File: src/rtl/entry_pkg.sv
// Purpose: shared types and constants for the keypad entry controller.
// Latency: n/a (declarations only).
// Backpressure: n/a.
package entry_pkg;

    // Width of the accumulated value handed to the downstream register.
    localparam int DATA_W = 14;
    // Width of the per-entry digit counter (MAX_DIGITS must stay below 8).
    localparam int CNT_W  = 3;

    localparam logic [3:0] KEY_CLEAR = 4'hA;
    localparam logic [3:0] KEY_ENTER = 4'hB;

    typedef enum logic [1:0] {
        ST_IDLE   = 2'd0,
        ST_ENTRY  = 2'd1,
        ST_COMMIT = 2'd2,
        ST_ERROR  = 2'd3
    } state_t;

    function automatic logic is_digit(input logic [3:0] code);
        return code <= 4'd9;
    endfunction

    // acc*10 + d using shifts; callers guarantee acc <= 999 so nothing is lost.
    function automatic logic [DATA_W-1:0] times10_plus(input logic [DATA_W-1:0] acc,
                                                       input logic [3:0]        d);
        logic [DATA_W-1:0] sum;
        sum = (acc << 3) + (acc << 1) + {{(DATA_W-4){1'b0}}, d};
        return sum;
    endfunction

endpackage

File: src/rtl/inactivity_timer.sv
// Purpose: counts idle cycles while enabled and flags when the idle limit is reached.
// Latency: expired rises combinationally once the count reaches TIMEOUT_CYCLES-1.
// Backpressure: none; restart wins over counting, disable holds the count at zero.
//
// Ports:
//   clk      system clock
//   clr      asynchronous active-high reset
//   restart  zero the count this cycle (an accepted key)
//   enable   count only while high; count is held at zero otherwise
//   expired  high while enabled and the count equals TIMEOUT_CYCLES-1
module inactivity_timer #(
    parameter int TIMEOUT_CYCLES = 100_000_000
) (
    input  logic clk,
    input  logic clr,
    input  logic restart,
    input  logic enable,
    output logic expired
);

    localparam int TW = (TIMEOUT_CYCLES > 1) ? $clog2(TIMEOUT_CYCLES) : 1;
    localparam logic [TW-1:0] LAST = TW'(TIMEOUT_CYCLES - 1);

    logic [TW-1:0] count;

    assign expired = enable && (count == LAST);

    // Clearing on expiry keeps the count in range even for the single
    // cycle the controller still spends in ENTRY after the limit.
    always_ff @(posedge clk or posedge clr) begin
        if (clr) begin
            count <= '0;
        end else if (restart || !enable || expired) begin
            count <= '0;
        end else begin
            count <= count + TW'(1);
        end
    end

endmodule

File: src/rtl/entry_controller.sv
// Purpose: accumulates decimal keypad digits and drives load/clear/set strobes to a 14-bit register.
// Latency: a key sampled at edge k raises its strobe from edge k to k+1 (register captures at k+1).
// Backpressure: busy is high for the single COMMIT cycle; any key presented then is dropped.
//
// Ports:
//   clk          system clock
//   clr          asynchronous active-high reset
//   key_valid    one-cycle strobe qualifying key_code
//   key_code     0-9 digit, A clear, B enter, C-F ignored
//   reg_d        accumulated value, continuously presented to the register
//   reg_enter    one-cycle load strobe
//   reg_clr      one-cycle clear strobe
//   reg_set      one-cycle set-all-ones strobe (overflow marker)
//   digit_count  digits accepted in the current entry
//   busy         high during COMMIT
module entry_controller
    import entry_pkg::*;
#(
    parameter int MAX_DIGITS     = 4,
    parameter int TIMEOUT_CYCLES = 100_000_000
) (
    input  logic              clk,
    input  logic              clr,
    input  logic              key_valid,
    input  logic [3:0]        key_code,
    output logic [DATA_W-1:0] reg_d,
    output logic              reg_enter,
    output logic              reg_clr,
    output logic              reg_set,
    output logic [CNT_W-1:0]  digit_count,
    output logic              busy
);

    state_t            state, state_nxt;
    logic [DATA_W-1:0] acc, acc_nxt;
    logic [CNT_W-1:0]  cnt, cnt_nxt;

    logic enter_nxt, clr_nxt, set_nxt, busy_nxt;
    logic key_ok, key_digit, key_clear, key_enter;
    logic restart, expired;

    // Keys are dropped during COMMIT; elsewhere every valid key is decoded.
    assign key_ok    = key_valid && (state != ST_COMMIT);
    assign key_digit = key_ok && is_digit(key_code);
    assign key_clear = key_ok && (key_code == KEY_CLEAR);
    assign key_enter = key_ok && (key_code == KEY_ENTER);

    // Codes C-F are not accepted keys and therefore leave the timer running.
    assign restart = key_digit || key_clear || key_enter;

    inactivity_timer #(
        .TIMEOUT_CYCLES (TIMEOUT_CYCLES)
    ) u_timer (
        .clk     (clk),
        .clr     (clr),
        .restart (restart),
        .enable  (state == ST_ENTRY),
        .expired (expired)
    );

    // State and datapath register.
    always_ff @(posedge clk or posedge clr) begin
        if (clr) begin
            state <= ST_IDLE;
            acc   <= '0;
            cnt   <= '0;
        end else begin
            state <= state_nxt;
            acc   <= acc_nxt;
            cnt   <= cnt_nxt;
        end
    end

    // Next-state and next-datapath logic.
    always_comb begin
        state_nxt = state;
        acc_nxt   = acc;
        cnt_nxt   = cnt;
        case (state)
            ST_IDLE: begin
                if (key_digit) begin
                    acc_nxt   = {{(DATA_W-4){1'b0}}, key_code};
                    cnt_nxt   = CNT_W'(1);
                    state_nxt = ST_ENTRY;
                end
            end
            ST_ENTRY: begin
                // Any accepted key takes priority over a simultaneous timeout.
                if (key_digit) begin
                    if (cnt < CNT_W'(MAX_DIGITS)) begin
                        acc_nxt = times10_plus(acc, key_code);
                        cnt_nxt = cnt + CNT_W'(1);
                    end else begin
                        state_nxt = ST_ERROR;
                    end
                end else if (key_clear) begin
                    acc_nxt   = '0;
                    cnt_nxt   = '0;
                    state_nxt = ST_IDLE;
                end else if (key_enter) begin
                    state_nxt = ST_COMMIT;
                end else if (expired) begin
                    acc_nxt   = '0;
                    cnt_nxt   = '0;
                    state_nxt = ST_IDLE;
                end
            end
            ST_COMMIT: begin
                acc_nxt   = '0;
                cnt_nxt   = '0;
                state_nxt = ST_IDLE;
            end
            ST_ERROR: begin
                if (key_clear) begin
                    acc_nxt   = '0;
                    cnt_nxt   = '0;
                    state_nxt = ST_IDLE;
                end
            end
            default: begin
                acc_nxt   = '0;
                cnt_nxt   = '0;
                state_nxt = ST_IDLE;
            end
        endcase
    end

    // Next values of the registered outputs. Clear never coincides with a
    // move into COMMIT or ERROR, so at most one strobe is ever set.
    always_comb begin
        enter_nxt = (state == ST_ENTRY) && (state_nxt == ST_COMMIT);
        set_nxt   = (state == ST_ENTRY) && (state_nxt == ST_ERROR);
        clr_nxt   = key_clear;
        busy_nxt  = (state_nxt == ST_COMMIT);
    end

    always_ff @(posedge clk or posedge clr) begin
        if (clr) begin
            reg_enter <= 1'b0;
            reg_clr   <= 1'b0;
            reg_set   <= 1'b0;
            busy      <= 1'b0;
        end else begin
            reg_enter <= enter_nxt;
            reg_clr   <= clr_nxt;
            reg_set   <= set_nxt;
            busy      <= busy_nxt;
        end
    end

    assign reg_d       = acc;
    assign digit_count = cnt;

endmodule

File: config.mk
export PLATFORM = sky130hd
export DESIGN_NAME = entry_controller
export DESIGN_NICKNAME = d
export VERILOG_FILES = /design/src/rtl/entry_pkg.sv /design/src/rtl/inactivity_timer.sv /design/src/rtl/entry_controller.sv
export SDC_FILE = /design/constraint.sdc
export NUM_CORES = 1
export LEC_CHECK = 0
export CAP_MARGIN = 10
export CORE_UTILIZATION = 35
export DETAILED_ROUTE_END_ITERATION = 6
export GPL_ROUTABILITY_DRIVEN = 0
export PLACE_DENSITY_LB_ADDON = 0.3
export RECOVER_POWER = 100
export SETUP_SLACK_MARGIN = 0.1
export SLEW_MARGIN = 30
export SYNTH_ARGS = -nofsm -noshare
export SYNTH_HDL_FRONTEND = slang
export SYNTH_SLANG_ARGS = --single-unit
export TNS_END_PERCENT = 10
File: constraint.sdc
create_clock -name clk -period 5 [get_ports clk]
set_clock_uncertainty 0.1 [all_clocks]
set_input_delay 0.75 -clock clk [delete_from_list [all_inputs] [get_ports clk]]
set_output_delay 0.75 -clock clk [all_outputs]
set_load 0.02 [all_outputs]
==> reports/qor.tcl <==
set qor(status) {complete, but fails checks}
set qor(violations_in_the_final_reports) {capacitance limit, slew limit}
set qor(fin_area_um2) 3400
set qor(max_freq_mhz) 287
set qor(arrival_ns) 3.51
set qor(clk_pin_slew_ns) 0.09
set qor(finish.net_count) 368
set qor(rr_worst_depth) 8
set qor(post-route-period-util_pct) 69.7
set qor(hold_slack_ns) 0.397
set qor(wire_per_inst_um) 13.4
set qor(rows) 33
set qor(power-per-cell-area_nw_per_um2) 299
set qor(initial_antenna_violation_count) 0
set qor(synth_fp_nets) 343
set qor(numPortBuffers) 27
set qor(largest_net_degree_at_the_start_of_global_routing) 51
set qor(n_antenna_cell) 0
set qor(die-width_um) 94.0
set qor(synth.ff_latch_count) 50
set qor(syn_inst) 310
set qor(total_power_mw) 1.01
set qor(setup_violations) 0
set qor(io-pin-count) 28
set qor(cts-resized-gates) 0
set qor(core_region_area_um2) 8220
set qor(postSynthAreaPerCell_um2) 9.56
set qor(yosysWarnings) 0
set qor(finalSetupTns_ns) 0
set qor(cap_violations) 1
set qor(cts.root.buffer_cell) {clkbuf_8}
set qor(dp_slack_ns) 1.26
set qor(clock_insertion_delay_worst_skew_ns) 0.30
set qor(die_area_um2) 8840
set qor(layout.cells.most_common_list) {dfrtp_1 (50), nor2_1 (41), nand2_1 (35), ha_1 (24), dlygate4sd3_1 (24)}
set qor(min_path_cells) 1
set qor(cts_sinks) 50
set qor(placed_instances) 433
set qor(unrepaired_setup_endpoints_after_global_routing) {no}
set qor(first_global_vias) 2249
set qor(stdcell_count) 440
set qor(synth_sequential_area_ratio_pct) 42.2
set qor(final_period_minus_worst_setup_slack_ns) 3.48
set qor(hold_start) {u_timer.count[0]}
set qor(drt_wl_total_um) 5880
set qor(final.setup.worst_slack_ns) 1.52
set qor(gr_usage_total_pct) 14.9
set qor(reg2reg_from) {u_timer.count[0]}
set qor(worst_vdd_drop_mv) 0.134
set qor(grt_first_pass_wirelength_um) 10400
set qor(synthesis.area_um2) 2960
set qor(cts_buffers) 5
set qor(crit_start) {key_code[1]}
set qor(slew_viol_final) 51
set qor(worst_setup_path_end_kind) {flip-flop}
set qor(grt_overflow_total) 0
set qor(ant_nets) 0
set qor(cts_hold_buf) 0
set qor(layout.core_utilization_pct) 41.3
set qor(cp_data_required_time_ns) 5.03
set qor(initial_cell_density_of_the_core_pct) 36.1
set qor(post-cts-setup-buffers) 0
set qor(area_delta_synth_final_pct) 14.6
set qor(drcViolationCount) 0
set qor(ctsLongestPathBuffers) 2
set qor(vias_cell) 5.06
set qor(dpl-instance-area_um2) 3330
set qor(dp_hpwl_um) 4230
set qor(mostFrequentLayoutCell) {dfrtp_1}
set qor(post_synth_num_cell_types) 42
set qor(total_number_of_vias) 2226
set qor(hold_path_class) {reg -> reg}
set qor(critPathLaunchType) {input port}
set qor(worst_slew_pin_slew_ns) 2.23
set qor(fill_cells) 823
set qor(cts_tree) {built}
set qor(final_hold_viol_count) 0
set qor(max_slew_margin_pct) -49.7
set qor(firstDrtPassIters) 4
set qor(leakage_nw) 1.58
set qor(die_height_um) 94.0
set qor(cp_max_fo) 33
set qor(drt_iter0_drc) 40
set qor(criticalPathCategory) {in -> reg}
set qor(post_route_cells_drive_above_1_share_pct) 3.88
set qor(h-tree-depth) 2
==> worst paths after layout <==
kind                                    end  slack, ns
hold reg to reg            u_timer.count[0]       0.40
setup reg to reg                   state[0]       1.86
hold / removal             u_timer.count[0]       0.40
min in group asynchronous          reg_d[7]       1.40
setup / recovery                   reg_d[6]       1.52
max in group asynchronous         reg_enter       2.40
==> synth_stat cells <==
cell	instances	area, um^2
xor2_1	23	201
a211oi_1	1	7.51
o211ai_1	3	22.5
o41ai_1	2	17.5
nor2b_1	1	6.26
a22oi_1	1	7.51
o21a_1	1	7.51
a221oi_1	1	8.76
a22o_1	1	8.76
ha_1	24	300
nor3_1	5	25.0
nor4_1	1	6.26
dfrtp_1	50	1250
fa_1	2	40.0
a32oi_1	1	8.76
nand4_1	6	37.5
a311oi_1	1	8.76
buf_6	1	11.3
nor2_1	41	154
o311ai_2	1	16.3
nand4_2	1	12.5
a21boi_0	1	7.51
a21oi_1	10	50.1
and4_1	2	17.5
and4b_1	1	10.0
nand2b_1	5	31.3
o21ai_0	13	65.1
a21o_1	2	15.0
inv_1	14	52.6
buf_2	6	30.0
o221ai_2	1	15.0
o31ai_2	8	100
and3_1	10	62.6
xnor2_1	11	96.3
or3_1	1	6.26
mux2i_1	1	10.0
a31oi_1	1	6.26
clkbuf_1	4	15.0
nand2_1	35	131
nand3_1	13	65.1
and2_1	1	6.26
o21ai_1	2	10.0
==> flip-flops by register name (all words and copies together) (netlist names) <==
signal and flops:
state 2, u_timer.count 27, reg_enter 1, busy 1, reg_set 1, reg_d 14, reg_clr 1, digit_count 3
==> worst max-delay path, stage by stage <==
cell and delay, ns:
dlygate4sd3_1 0.60, o21ai_0 0.33, and3_1 0.28, a32oi_1 0.13, o221ai_2 0.09, clkbuf_1 1.07
o41ai_1 0.25
==> power by group <==
group	total, mW	switching [mW]	internal (mW)
Sequential	0.449	0.0244	0.424
Combinational	0.273	0.165	0.108
Clock	0.293	0.133	0.160
Total	1.01	0.322	0.692
==> area by class of cell <==
type | instances | area [um^2] | area share [%]
multi-input combinational | 235 | 1570 | 46.2
sequential | 50 | 1250 | 36.8
timing repair buffer | 29 | 278 | 8.18
tap | 105 | 131 | 3.87
clock buffer | 6 | 82.6 | 2.43
inverter | 14 | 53.8 | 1.58
clock inverter | 1 | 30.0 | 0.884
==> per-layer routing <==
| metal | global-route usage, % | up-vias | wire (um) |
|---|---|---|---|
| met5 | 0 | - | 0 |
| met4 | 4.10 | 0 | 46 |
| met3 | 2.75 | 6 | 142 |
| met2 | 24.9 | 31 | 2800 |
| met1 | 19.5 | 1064 | 2890 |
| li1 | - | 1125 | - |
==> kinds of logic (layout without fill, tap and decap cells) <==
group	after synthesis	count (layout)	share of synthesized area [%]
buffers and inverters	25	50	3.67
flip-flops	50	50	42.2
XOR/XNOR	34	34	10.1
AO/OA/AOI/OAI	51	51	12.9
AND/OR/NAND/NOR	123	123	19.3
multiplexers	1	1	0.338
adder cells (fa/ha/maj)	26	26	11.5
Power figures use the tool's default switching activity.
